File: src/rtl/pipe_fetch_dreg_pkg.sv
// rtl/pipe_fetch_dreg_pkg.sv - shared Y86-64 encodings and pipeline-register bubble values
package pipe_fetch_dreg_pkg;

    // Instruction codes
    localparam logic [3:0] I_HALT   = 4'h0;
    localparam logic [3:0] I_NOP    = 4'h1;
    localparam logic [3:0] I_RRMOVQ = 4'h2;
    localparam logic [3:0] I_IRMOVQ = 4'h3;
    localparam logic [3:0] I_RMMOVQ = 4'h4;
    localparam logic [3:0] I_MRMOVQ = 4'h5;
    localparam logic [3:0] I_OPQ    = 4'h6;
    localparam logic [3:0] I_JXX    = 4'h7;
    localparam logic [3:0] I_CALL   = 4'h8;
    localparam logic [3:0] I_RET    = 4'h9;
    localparam logic [3:0] I_PUSHQ  = 4'hA;
    localparam logic [3:0] I_POPQ   = 4'hB;

    // Register id meaning "no register"
    localparam logic [3:0] R_NONE = 4'hF;

    // Status codes
    localparam logic [3:0] STAT_AOK = 4'h1;
    localparam logic [3:0] STAT_HLT = 4'h2;
    localparam logic [3:0] STAT_ADR = 4'h3;
    localparam logic [3:0] STAT_INS = 4'h4;

    // Narrow fields shared by every pipeline register bank
    typedef struct packed {
        logic [3:0] stat;
        logic [3:0] icode;
        logic [3:0] ifun;
        logic [3:0] ra;
        logic [3:0] rb;
    } stage_hdr_t;

    // Bubble contents: a NOP with no register operands; wide fields clear to zero
    localparam stage_hdr_t BUBBLE_HDR = '{
        stat:  STAT_AOK,
        icode: I_NOP,
        ifun:  4'h0,
        ra:    R_NONE,
        rb:    R_NONE
    };

    // Instructions whose next PC is predicted to be their constant word
    function automatic logic predicts_valc(input logic [3:0] icode);
        return (icode == I_JXX) || (icode == I_CALL);
    endfunction

endpackage

File: src/rtl/pipe_fetch_dreg_if.sv
// rtl/pipe_fetch_dreg_if.sv - fetch/decode boundary bus with control, M/W feedback and D outputs
interface pipe_fetch_dreg_if #(
    parameter int PC_W  = 64,
    parameter int CNT_W = 32
);
    // Control unit
    logic              F_stall;
    logic              D_stall;
    logic              D_bubble;
    // Later-stage feedback for PC selection
    logic [3:0]        M_icode;
    logic              M_cnd;
    logic [PC_W-1:0]   M_valA;
    logic [3:0]        W_icode;
    logic [PC_W-1:0]   W_valM;
    // Fetch aligner fields
    logic [3:0]        f_icode;
    logic [3:0]        f_ifun;
    logic [3:0]        f_rA;
    logic [3:0]        f_rB;
    logic [PC_W-1:0]   f_valC;
    logic [PC_W-1:0]   f_valP;
    logic [3:0]        f_stat;
    // Outputs
    logic [PC_W-1:0]   f_pc;
    logic [PC_W-1:0]   F_predPC;
    logic [3:0]        D_stat;
    logic [3:0]        D_icode;
    logic [3:0]        D_ifun;
    logic [3:0]        D_rA;
    logic [3:0]        D_rB;
    logic [PC_W-1:0]   D_valC;
    logic [PC_W-1:0]   D_valP;
    logic [CNT_W-1:0]  stall_cnt;
    logic [CNT_W-1:0]  bubble_cnt;

    modport slave (
        input  F_stall, D_stall, D_bubble,
        input  M_icode, M_cnd, M_valA, W_icode, W_valM,
        input  f_icode, f_ifun, f_rA, f_rB, f_valC, f_valP, f_stat,
        output f_pc, F_predPC,
        output D_stat, D_icode, D_ifun, D_rA, D_rB, D_valC, D_valP,
        output stall_cnt, bubble_cnt
    );

    modport master (
        output F_stall, D_stall, D_bubble,
        output M_icode, M_cnd, M_valA, W_icode, W_valM,
        output f_icode, f_ifun, f_rA, f_rB, f_valC, f_valP, f_stat,
        input  f_pc, F_predPC,
        input  D_stat, D_icode, D_ifun, D_rA, D_rB, D_valC, D_valP,
        input  stall_cnt, bubble_cnt
    );

endinterface

File: src/rtl/pipe_fetch_dreg_sat_counter.sv
// rtl/pipe_fetch_dreg_sat_counter.sv - saturating event counter
module pipe_fetch_dreg_sat_counter #(
    parameter int CNT_W = 32
) (
    input  logic             clk,
    input  logic             reset,
    input  logic             en_i,
    output logic [CNT_W-1:0] count_o
);

    logic [CNT_W-1:0] count_q;
    logic [CNT_W-1:0] count_d;

    // Count enabled cycles, sticking at all-ones instead of wrapping
    always_comb begin
        count_d = count_q;
        if (en_i && (count_q != {CNT_W{1'b1}})) begin
            count_d = count_q + {{(CNT_W-1){1'b0}}, 1'b1};
        end
    end

    // Counter register
    always_ff @(posedge clk) begin
        if (reset) begin
            count_q <= '0;
        end else begin
            count_q <= count_d;
        end
    end

    assign count_o = count_q;

endmodule

File: src/rtl/pipe_fetch_dreg.sv
// rtl/pipe_fetch_dreg.sv - Y86-64 F register, PC select/predict and F/D pipeline register
module pipe_fetch_dreg
    import pipe_fetch_dreg_pkg::*;
#(
    parameter int              PC_W     = 64,
    parameter logic [PC_W-1:0] RESET_PC = '0,
    parameter int              CNT_W    = 32
) (
    input  logic                  clk,
    input  logic                  reset,
    pipe_fetch_dreg_if.slave      bus
);

    logic [PC_W-1:0] pred_pc_q;
    logic [PC_W-1:0] pred_pc_d;
    logic [PC_W-1:0] f_pred_pc;
    logic [PC_W-1:0] f_pc_sel;

    stage_hdr_t      d_hdr_q;
    stage_hdr_t      d_hdr_d;
    logic [PC_W-1:0] d_valc_q;
    logic [PC_W-1:0] d_valc_d;
    logic [PC_W-1:0] d_valp_q;
    logic [PC_W-1:0] d_valp_d;

    // Select this cycle's fetch address: mispredicted branch beats a returning ret
    always_comb begin
        f_pc_sel = pred_pc_q;
        if ((bus.M_icode == I_JXX) && !bus.M_cnd) begin
            f_pc_sel = bus.M_valA;
        end else if (bus.W_icode == I_RET) begin
            f_pc_sel = bus.W_valM;
        end
    end

    // Predict the next PC: jumps and calls are assumed taken
    always_comb begin
        f_pred_pc = bus.f_valP;
        if (predicts_valc(bus.f_icode)) begin
            f_pred_pc = bus.f_valC;
        end
    end

    // F register next state: hold on stall, otherwise take the prediction
    always_comb begin
        pred_pc_d = f_pred_pc;
        if (bus.F_stall) begin
            pred_pc_d = pred_pc_q;
        end
    end

    // F register
    always_ff @(posedge clk) begin
        if (reset) begin
            pred_pc_q <= RESET_PC;
        end else begin
            pred_pc_q <= pred_pc_d;
        end
    end

    // D register next state: stall outranks bubble, bubble outranks normal capture
    always_comb begin
        d_hdr_d.stat  = bus.f_stat;
        d_hdr_d.icode = bus.f_icode;
        d_hdr_d.ifun  = bus.f_ifun;
        d_hdr_d.ra    = bus.f_rA;
        d_hdr_d.rb    = bus.f_rB;
        d_valc_d      = bus.f_valC;
        d_valp_d      = bus.f_valP;
        if (bus.D_stall) begin
            d_hdr_d  = d_hdr_q;
            d_valc_d = d_valc_q;
            d_valp_d = d_valp_q;
        end else if (bus.D_bubble) begin
            d_hdr_d  = BUBBLE_HDR;
            d_valc_d = '0;
            d_valp_d = '0;
        end
    end

    // D register; reset loads the bubble so decode sees a harmless NOP
    always_ff @(posedge clk) begin
        if (reset) begin
            d_hdr_q  <= BUBBLE_HDR;
            d_valc_q <= '0;
            d_valp_q <= '0;
        end else begin
            d_hdr_q  <= d_hdr_d;
            d_valc_q <= d_valc_d;
            d_valp_q <= d_valp_d;
        end
    end

    pipe_fetch_dreg_sat_counter #(.CNT_W(CNT_W)) u_stall_cnt (
        .clk     (clk),
        .reset   (reset),
        .en_i    (bus.F_stall),
        .count_o (bus.stall_cnt)
    );

    pipe_fetch_dreg_sat_counter #(.CNT_W(CNT_W)) u_bubble_cnt (
        .clk     (clk),
        .reset   (reset),
        .en_i    (bus.D_bubble),
        .count_o (bus.bubble_cnt)
    );

    assign bus.f_pc     = f_pc_sel;
    assign bus.F_predPC = pred_pc_q;
    assign bus.D_stat   = d_hdr_q.stat;
    assign bus.D_icode  = d_hdr_q.icode;
    assign bus.D_ifun   = d_hdr_q.ifun;
    assign bus.D_rA     = d_hdr_q.ra;
    assign bus.D_rB     = d_hdr_q.rb;
    assign bus.D_valC   = d_valc_q;
    assign bus.D_valP   = d_valp_q;

endmodule

File: src/flat_wrapper.sv
// flat-port wrapper written by rule: the top's interface ports become plain ports
module pipe_fetch_dreg_flat import pipe_fetch_dreg_pkg::*;
#(
    parameter int              PC_W     = 64,
    parameter logic [PC_W-1:0] RESET_PC = '0,
    parameter int              CNT_W    = 32
)
  (clk, reset, bus_F_stall, bus_D_stall, bus_D_bubble, bus_M_icode, bus_M_cnd, bus_M_valA, bus_W_icode, bus_W_valM, bus_f_icode, bus_f_ifun, bus_f_rA, bus_f_rB, bus_f_valC, bus_f_valP, bus_f_stat, bus_f_pc, bus_F_predPC, bus_D_stat, bus_D_icode, bus_D_ifun, bus_D_rA, bus_D_rB, bus_D_valC, bus_D_valP, bus_stall_cnt, bus_bubble_cnt);
  pipe_fetch_dreg_if #(.PC_W(PC_W), .CNT_W(CNT_W)) bus_i ();
  input  logic clk;
  input  logic reset;
  input wire logic [$bits(bus_i.F_stall)-1:0] bus_F_stall;
  input wire logic [$bits(bus_i.D_stall)-1:0] bus_D_stall;
  input wire logic [$bits(bus_i.D_bubble)-1:0] bus_D_bubble;
  input wire logic [$bits(bus_i.M_icode)-1:0] bus_M_icode;
  input wire logic [$bits(bus_i.M_cnd)-1:0] bus_M_cnd;
  input wire logic [$bits(bus_i.M_valA)-1:0] bus_M_valA;
  input wire logic [$bits(bus_i.W_icode)-1:0] bus_W_icode;
  input wire logic [$bits(bus_i.W_valM)-1:0] bus_W_valM;
  input wire logic [$bits(bus_i.f_icode)-1:0] bus_f_icode;
  input wire logic [$bits(bus_i.f_ifun)-1:0] bus_f_ifun;
  input wire logic [$bits(bus_i.f_rA)-1:0] bus_f_rA;
  input wire logic [$bits(bus_i.f_rB)-1:0] bus_f_rB;
  input wire logic [$bits(bus_i.f_valC)-1:0] bus_f_valC;
  input wire logic [$bits(bus_i.f_valP)-1:0] bus_f_valP;
  input wire logic [$bits(bus_i.f_stat)-1:0] bus_f_stat;
  output wire logic [$bits(bus_i.f_pc)-1:0] bus_f_pc;
  output wire logic [$bits(bus_i.F_predPC)-1:0] bus_F_predPC;
  output wire logic [$bits(bus_i.D_stat)-1:0] bus_D_stat;
  output wire logic [$bits(bus_i.D_icode)-1:0] bus_D_icode;
  output wire logic [$bits(bus_i.D_ifun)-1:0] bus_D_ifun;
  output wire logic [$bits(bus_i.D_rA)-1:0] bus_D_rA;
  output wire logic [$bits(bus_i.D_rB)-1:0] bus_D_rB;
  output wire logic [$bits(bus_i.D_valC)-1:0] bus_D_valC;
  output wire logic [$bits(bus_i.D_valP)-1:0] bus_D_valP;
  output wire logic [$bits(bus_i.stall_cnt)-1:0] bus_stall_cnt;
  output wire logic [$bits(bus_i.bubble_cnt)-1:0] bus_bubble_cnt;
  assign bus_i.F_stall = bus_F_stall;
  assign bus_i.D_stall = bus_D_stall;
  assign bus_i.D_bubble = bus_D_bubble;
  assign bus_i.M_icode = bus_M_icode;
  assign bus_i.M_cnd = bus_M_cnd;
  assign bus_i.M_valA = bus_M_valA;
  assign bus_i.W_icode = bus_W_icode;
  assign bus_i.W_valM = bus_W_valM;
  assign bus_i.f_icode = bus_f_icode;
  assign bus_i.f_ifun = bus_f_ifun;
  assign bus_i.f_rA = bus_f_rA;
  assign bus_i.f_rB = bus_f_rB;
  assign bus_i.f_valC = bus_f_valC;
  assign bus_i.f_valP = bus_f_valP;
  assign bus_i.f_stat = bus_f_stat;
  assign bus_f_pc = bus_i.f_pc;
  assign bus_F_predPC = bus_i.F_predPC;
  assign bus_D_stat = bus_i.D_stat;
  assign bus_D_icode = bus_i.D_icode;
  assign bus_D_ifun = bus_i.D_ifun;
  assign bus_D_rA = bus_i.D_rA;
  assign bus_D_rB = bus_i.D_rB;
  assign bus_D_valC = bus_i.D_valC;
  assign bus_D_valP = bus_i.D_valP;
  assign bus_stall_cnt = bus_i.stall_cnt;
  assign bus_bubble_cnt = bus_i.bubble_cnt;
  pipe_fetch_dreg #(.PC_W(PC_W), .RESET_PC(RESET_PC), .CNT_W(CNT_W)) u_core (.clk(clk), .reset(reset), .bus(bus_i));
endmodule
File: config.mk
export PLATFORM = sky130hd
export DESIGN_NAME = pipe_fetch_dreg_flat
export DESIGN_NICKNAME = d
export VERILOG_FILES = /design/src/rtl/pipe_fetch_dreg_pkg.sv /design/src/rtl/pipe_fetch_dreg_if.sv /design/src/rtl/pipe_fetch_dreg_sat_counter.sv /design/src/rtl/pipe_fetch_dreg.sv /design/src/flat_wrapper.sv
export SDC_FILE = /design/constraint.sdc
export NUM_CORES = 1
export LEC_CHECK = 0
export ABC_AREA = 1
export CAP_MARGIN = 20
export CORE_AREA = 2 2 248 250
export CTS_CLUSTER_SIZE = 24
export DETAILED_ROUTE_END_ITERATION = 10
export DIE_AREA = 0 0 250 252
export HOLD_SLACK_MARGIN = 0.12
export PLACE_DENSITY_LB_ADDON = 0.05
export SETUP_SLACK_MARGIN = 0.02
export SYNTH_ARGS = -nofsm -noshare
export SYNTH_HDL_FRONTEND = slang
export SYNTH_SLANG_ARGS = --single-unit
File: constraint.sdc
create_clock -name clk -period 4.3 [get_ports clk]
set_clock_uncertainty 0.05 [all_clocks]
set_input_delay 0.86 -clock clk [delete_from_list [all_inputs] [get_ports clk]]
set_output_delay 0.86 -clock clk [all_outputs]
set_load 0.1 [all_outputs]
Word level (Yosys, flattened, before mapping)
Cells that the tools add are included.
{ "classes": {"n_reduce_logical": 5, "eq_ne": 6, "div_mod_pow": 0, "order_cmp": 0, "n_addsub": 2, "n_shift": 0, "mul": 0, "n_bitwise": 0, "n_mux": 6} }
{ "op_table": {"columns": ["operator", "count"], "rows": [
  ["2-to-1 mux 64 bit", 5],
  ["adder 32 x 1 -> 32 bit, second input constant", 2],
  ["inequality test 32 bit, second input constant", 2],
  ["2-to-1 mux 20 bit", 1],
  ["equality test 4 x 3 -> 1 bit, second input constant", 2],
  ["equality test 4 bit, second input constant", 2],
  ["logical AND 1 bit", 3],
  ["logical NOT 1 bit", 1],
  ["logical OR 1 bit", 1]
]} }
{ "totals": {"latch_bits": 0, "memories": 0, "wordCells": 29, "register_bits": 276, "romBits": 0, "ram_bits": 0, "inputBits": 290, "out_inout_bits": 340} }

Logic depth before layout (Yosys ltp)
Gate-level depths: netlist of the first run.
{ "depth": {"word_depth": 3, "depth_mapped": 11, "mapped_depth_nobuf": 10} }

By module
Synthesis of the first run repeated with hierarchy kept, for this count alone.
{ "hier_totals": {"cells_unflattened": 2138, "hier_area_um2": 14147.3} }
{ "by_module_without_submodules": {"columns": ["module", "cells_each", "seq_area_each_um2", "n_inst", "area_per_inst_um2"], "rows": [
  ["pipe_fetch_dreg", 1490, 4244.1, 1, 10023.4],
  ["pipe_fetch_dreg_sat_counter", 324, 640.6, 2, 2062.0]
]} }

Least setup slack after synthesis of the first run
No wires, ideal clock.
{ "synth_path": {"path_kind": "input to output", "start": "input bus_M_icode[3]", "end": "output bus_f_pc[53]", "n_path_buf": 2, "required_ps": 3390, "slack_ps": 156, "stages": 5, "arrival_ps": 3234, "path_cell_list": "nor3b_1 nand3_1 clkbuf_1 buf_1 a31oi_1"} }
{ "synth_between": {"elab_chain_cells": 3} }
{ "synth_lines": {"columns": ["element", "line", "rtl"], "rows": [
  ["start, declared", "flat_wrapper.sv:15", "input wire logic [$bits(bus_i.M_icode)-1:0] bus_M_icode;"],
  ["equality test 4 x 3 -> 1 bit", "pipe_fetch_dreg.sv:29", "if ((bus.M_icode == I_JXX) && !bus.M_cnd) begin"],
  ["logical AND 1 bit", "pipe_fetch_dreg.sv:29", null],
  ["2-to-1 mux 64 bit", "pipe_fetch_dreg.sv:29", null],
  ["end, declared", "flat_wrapper.sv:27", "output wire logic [$bits(bus_i.f_pc)-1:0] bus_f_pc;"]
]} }
Every way passes these cells.

Worst setup path after layout of the first run
{ "layout_path": {"start": "input bus_M_icode[2]", "end": "output bus_f_pc[54]"} }
Same word-level chain as after synthesis.

==> impl_metrics.toml, run 1 <==
[setup_path]
cp_data_required_time_ns = 3.39
r2r_end = "u_core.u_bubble_cnt.count_o[21]"
reg2reg_depth = 9
critical-path-top-delay-family = "buffers and inverters"
crit_fanout = 128
critPathBufInv = 3
cp.arrival_ns = 2.77
crit_path_frequent_cell = "buf_12"
end_kind = "output port"
worstReg2RegStart = "u_core.u_bubble_cnt.count_o[0]"
ff2ff_setup_slack_ns = 1.91
setup.worst_path.start_class = "input port"
cpPeakStageDelay_ns = 0.47
critical_path_depth = 6
path_cells = "clkdlybuf4s50_1 > nor3b_1 > nand3_4 > buf_12 > a31oi_1 > buf_12"
slowest_stage = "clkdlybuf4s50_1"
crit_start = "bus_M_icode[2]"
crit_type = "in2out"

[place]
io_buffers = 629
placed_cells = 3272
dpl_cell_area_sq_um = 20700
gp_congestion = 0.920
hpwlAfterDp_mm = 53.5
dpl_worst_slack_ns = 0.685

[clock_tree]
cts_tree = "yes"
numCtsBuffers = 38
cts_root_buf = "clkbuf_16"
h-tree-depth = 2
ctsHoldBuffers = 0
clk_pin_slew_worst_paths_ns = 0.05
post_cts_resized = 0
clock_sinks = 276
cts.path.max_buffers = 3
post_cts_buffers = 0
clk_latency_ns = 0.55

[drt]
dr.pass1.iters = 5
drc = 0
routed_wl_mm = 72.9
ant_nets = 0
routed_via_density = 4.58
route.vias.total = 15300
wire_per_inst_um = 21.8
dr.first_iter.drc_count = 855

[yosys]
ys_seq_area_share_pct = 42.3
synth_top_area_share_pct = 42.3
syn_avg_cell_area_sq_um = 6.60
netlist_instances = 1979
netlist_area_sq_um = 13100
synth_seq_cells = 276
synth_cell_type_count = 28
yosys_warnings = 0
synth.area.top_cells = "dfxtp_1 42%, nand2_1 19%, nand3_1 7.5%"
synthesis.nets = 2271
synth_top_area_cell = "dfxtp_1"

[pwr]
p_per_area_nw_per_um2 = 376
p_comb_share_pct = 30.1
p_seq_share_pct = 33.5
ir_worst_vdd_mv = 0.215
sw_frac_of_total_pct = 36.9
power_mw = 8.22
p_switching_mw = 3.03
intPower_mw = 5.18
pwr-share-clk_pct = 36.4
cellLeakagePower_nw = 8.30

[global_route]
overflow = 0
use_met1_pct = 26.6
grt_busiest_layer = "met2"
first_global_vias = 15000
grt_usage_pct = 22.3
antenna_found_initial = 23
gr-usage-met3_pct = 7.14
grt_first_pass_wirelength_mm = 105
use_met2_pct = 39.0
grt_max_degree = 129

[floorplanning]
ioPinCount = 630
die_w_um = 250
core_area_sq_um = 60100
start_util_pct = 21.7
die-area_sq_um = 63000
num_rows = 90
fp.dieH_um = 252

[finish]
instances_no_fill = 3342
final_area_sq_um = 21900
finalNetCount = 2823
drive_above_1_share_pct = 6.39
areaGrowthSynthToFinish_pct = 67.4

[timing]
finalCritPeriodShare_pct = 85.5
setup_tns_ns = 0
finalSetupViolations = 0
drv_slew = 0
timing.fmax_mhz = 272
rsz0062_at_grt = "false"
tightest_slew_ns = 1.16
layout_setup_ws_ns = 0.624
timing.slew.headroom_pct = 22.5
fin_crit_ns = 3.68
hold_viol_final = 0

[worst_hold_path]
worstHoldStart = "u_core.bus.D_stat[3]"
min_path_type = "reg2reg"
min_to = "u_core.bus.D_stat[3]"
hold_path_depth = 2

[outcome]
status = "finished, final reports clean"

[job]
max-cap-violations = 0
==> placed cells by master, fill, tap and decap left out, types with 4 or more instances in the layout <==
master / instances
nand2_1: 652
clkdlybuf4s50_1: 559
dfxtp_1: 276
nor2_1: 219
nand3_1: 193
a21oi_1: 189
inv_1: 109
buf_12: 72
a31oi_1: 65
o211ai_1: 64
clkbuf_16: 39
nand4_1: 23
buf_4: 15
clkbuf_1: 13
o22ai_1: 10
diode_2: 8
nor3_1: 5
a21oi_2: 5
nor2_4: 4
==> power by group through the flow <==
stage	clock [mW]	sequential, mW	combinational [mW]
6_report	2.99	2.75	2.47
5_1_grt	3.18	2.77	2.56
4_1_cts	3.10	2.76	2.49
3_5_place_dp	0	2.81	2.48
3_3_place_gp	0	2.81	2.48
2_1_floorplan	0	3.50	0.797
==> logic make-up after synthesis <==
| group | share of synthesized area, % |
|---|---|
| DFF | 42.3 |
| xor gates and xnor gates | 0.201 |
| buffers and inverters | 7.47 |
| adders and majority gates | 0.192 |
| and+or+nand+nor | 34.9 |
| AOI/OAI and AO/OA | 14.9 |
==> how the worst max path moves through the flow <==
stage                   endpoint  slack, ns
detailed placement  bus_f_pc[51]       0.68
global placement    bus_f_pc[53]       0.68
floorplan           bus_f_pc[53]       0.16
global route        bus_f_pc[50]       0.53
CTS                 bus_f_pc[58]       0.68
finish              bus_f_pc[54]       0.62
==> final cells by class <==
cell class / instances / area, sq um
fill: 6408 / 38300
timing repair buffer: 647 / 7160
multi-input combinational: 1454 / 6630
sequential: 276 / 5530
clock buffer: 55 / 1070
tap: 782 / 978
inverter: 114 / 433
clock inverter: 6 / 61.3
antenna: 8 / 20.0
==> per-stage QoR <==
step	util (%)	hold slack, ns
2_1_floorplan	-	0.838
3_3_place_gp	34.4	0.393
3_5_place_dp	34.4	0.405
4_1_cts	36.3	0.412
5_1_grt	36.4	0.430
6_report	36.4	0.410
==> flip-flops by register name, summed over array words and instances (netlist names) <==
signal                       flops
u_core.bus.D_valP               64
u_core.bus.D_rA                  4
u_core.bus.D_rB                  4
u_core.bus.F_predPC             64
u_core.bus.D_icode               4
u_core.bus.D_stat                4
u_core.u_bubble_cnt.count_o     32
u_core.bus.D_valC               64
u_core.bus.D_ifun                4
u_core.u_stall_cnt.count_o      32
==> metal layers <==
metal / vias to the layer above / share of wire, %
met3: 90 / 7.3
met5: - / 0.25
met2: 438 / 49
met4: 28 / 1.4
li1: 7620 / -
met1: 7114 / 42
==> tightest hold or removal path: cells and delay by family (launching register included) <==
family / cells / cell delay, ns
and+or+nand+nor: 1 / 0.05
AOI/OAI and AO/OA: 1 / 0.05
DFF: 1 / 0.31
==> cells in the mapped netlist <==
| cell | number |
|---|---|
| nand2_1 | 654 |
| dfxtp_1 | 276 |
| nor2_1 | 220 |
| nand3_1 | 195 |
| a21oi_1 | 189 |
| inv_1 | 111 |
| clkbuf_1 | 95 |
| a31oi_1 | 65 |
| o211ai_1 | 64 |
| nand4_1 | 23 |
| buf_2 | 21 |
| buf_1 | 17 |
| o22ai_1 | 11 |
| a21oi_2 | 5 |
| nor3_1 | 5 |
| nand2_2 | 3 |
| nand3_2 | 3 |
| nor2_2 | 3 |
| nor2_4 | 3 |
| xor2_1 | 3 |
| and2_1 | 2 |
| buf_6 | 2 |
| ha_1 | 2 |
| inv_2 | 2 |
| nand3b_1 | 2 |
| clkinv_1 | 1 |
| nor3b_1 | 1 |
| o21ai_0 | 1 |
(Power assumes the default switching activity.)
==> inputs of run 2 (changes only) <==
SETUP_SLACK_MARGIN = 0.2   (was 0.02)
==> run 2 against run 1 <==
Core utilization rose by 0.45 points; routed wire length fell by 0.68%; power rose by 3.6%; sequential power barely moved; first-iteration DRC count rose by 7.5%; critical endpoint is now bus_f_pc[59]; highest routed layer unchanged.
==> impl_metrics.toml, run 2 (synthesized netlist as in run 1, its figures left out) <==
[global_route]
grt_first_pass_wirelength_mm = 105
grt_usage_pct = 22.3
grt_max_degree = 125
first_global_vias = 15200
overflow = 0
antenna_found_initial = 13

[finish]
instances_no_fill = 3354
areaGrowthSynthToFinish_pct = 69.5
finalNetCount = 2831
layout_common_cells = "652 x nand2_1, 560 x clkdlybuf4s50_1, 276 x dfxtp_1, 219 x nor2_1, 193 x nand3_1"
layout_commonest_cell = "nand2_1"
final_area_sq_um = 22100
fillers = 6339
drive_above_1_share_pct = 7.06

[drt]
dr.pass1.iters = 8
routed_via_density = 4.61
drc = 0
route.vias.total = 15500
ant_nets = 0
dr.first_iter.drc_count = 919
routed_wl_mm = 72.4
wire_per_inst_um = 21.6

[clock_tree]
post_cts_resized = 0
ctsHoldBuffers = 0
cts.path.max_buffers = 3
clk_latency_ns = 0.54
clk_pin_slew_worst_paths_ns = 0.06
clock_sinks = 276
post_cts_buffers = 0
cts_root_buf = "clkbuf_16"
cts_tree = "yes"
numCtsBuffers = 38
h-tree-depth = 2

[floorplanning]
num_rows = 90
die_w_um = 250
start_util_pct = 21.7
die-area_sq_um = 63000
core_area_sq_um = 60100
fp.dieH_um = 252
ioPinCount = 630

[setup_path]
ff2ff_setup_slack_ns = 1.95
cp_data_required_time_ns = 3.39
crit_fanout = 72
r2r_end = "u_core.u_bubble_cnt.count_o[15]"
slowest_stage = "a31oi_1"
crit_type = "in2out"
setup.worst_path.start_class = "input port"
cp.arrival_ns = 2.90
reg2reg_depth = 8
path_cells = "clkdlybuf4s50_1 > nor3b_1 > nand3_4 > buf_12 > a31oi_1 > buf_12"
end_kind = "output port"
worstReg2RegStart = "u_core.u_bubble_cnt.count_o[0]"
cpPeakStageDelay_ns = 0.54
crit_path_frequent_cell = "buf_12"

[timing]
hold_viol_final = 0
fin_crit_ns = 3.81
setup_tns_ns = 0
drv_slew = 0
tightest_slew_ns = 1.15
rsz0062_at_grt = "false"
timing.fmax_mhz = 262
timing.slew.headroom_pct = 23.0
finalCritPeriodShare_pct = 88.7
finalSetupViolations = 0
worst_hold_slack_ns = 0.413

[place]
hpwlAfterDp_mm = 54.3
io_buffers = 629
placed_cells = 3281
dpl_cell_area_sq_um = 20800
gp_congestion = 0.876

[pwr]
power_mw = 8.51
cellLeakagePower_nw = 8.44
p_per_area_nw_per_um2 = 385
ir_worst_vdd_mv = 0.247

[worst_hold_path]
worstHoldStart = "u_core.bus.D_valP[30]"
min_path_type = "reg2reg"
min_to = "u_core.bus.D_valP[30]"
hold_path_depth = 2

[job]
max-cap-violations = 0

[outcome]
status = "finished, final reports clean"
-- run 2: changes by cell type in the layout (fill, tap and decap cells not counted), sizes merged --
cell / before / now
buf: 88 / 95
clkinv: 4 / 7
bufinv: 1 / 3
clkbuf: 55 / 57
clkdlybuf4s50: 559 / 560
clkinvlp: 1 / 0
diode: 8 / 7
inv: 114 / 113
-- run 2: worst max path at each step --
stage / start / end / cells past startpoint
finish: bus_M_cnd / bus_f_pc[59] / 6
global route: bus_M_cnd / bus_f_pc[59] / 6
CTS: bus_M_cnd / bus_f_pc[59] / 6
detailed placement: bus_M_cnd / bus_f_pc[59] / 6
global placement: bus_M_cnd / bus_f_pc[59] / 6
floorplan: bus_M_icode[3] / bus_f_pc[53] / 5
-- run 2: layout make-up --
cell class / count / area [sq um] / share of cell area [%]
multi-input combinational: 1454 / 6630 / 29.9
clock buffer: 57 / 1170 / 5.27
inverter: 114 / 433 / 1.96
clock inverter: 9 / 120 / 0.543
antenna: 7 / 17.5 / 0.0791
sequential: 276 / 5530 / 25.0
timing repair buffer: 655 / 7270 / 32.9
tap: 782 / 978 / 4.42
-- run 2: critical path, delay by kind of cell --
kind	cells	cell delay, ns
and+or+nand+nor	2	0.48
buffers and inverters	3	0.92
AOI/OAI and AO/OA	1	0.54
-- run 2: power breakdown --
part / switching [mW] / total [mW] / internal [mW]
logic: 1.71 / 2.48 / 0.765
registers: 0.0948 / 2.76 / 2.66
clock network: 1.24 / 3.28 / 2.04
total: 3.04 / 8.51 / 5.47
-- run 2: metal layers --
layer  global-route usage, %  part of all wire, %  up-vias
met5                       0                0.077        -
met4                    4.41                  1.3        8
met3                    6.71                  7.3       66
met2                    38.3                   49      471
met1                    27.6                   43     7299
li1                        -                    -     7625
-- run 2: per-stage QoR --
step / util, % / worst slack (ns)
after global placement: 34.5 / 0.493
after CTS: 36.8 / 0.544
after floorplan: - / 0.156
after global routing: 36.8 / 0.491
final: 36.8 / 0.486
after detailed placement: 34.7 / 0.551
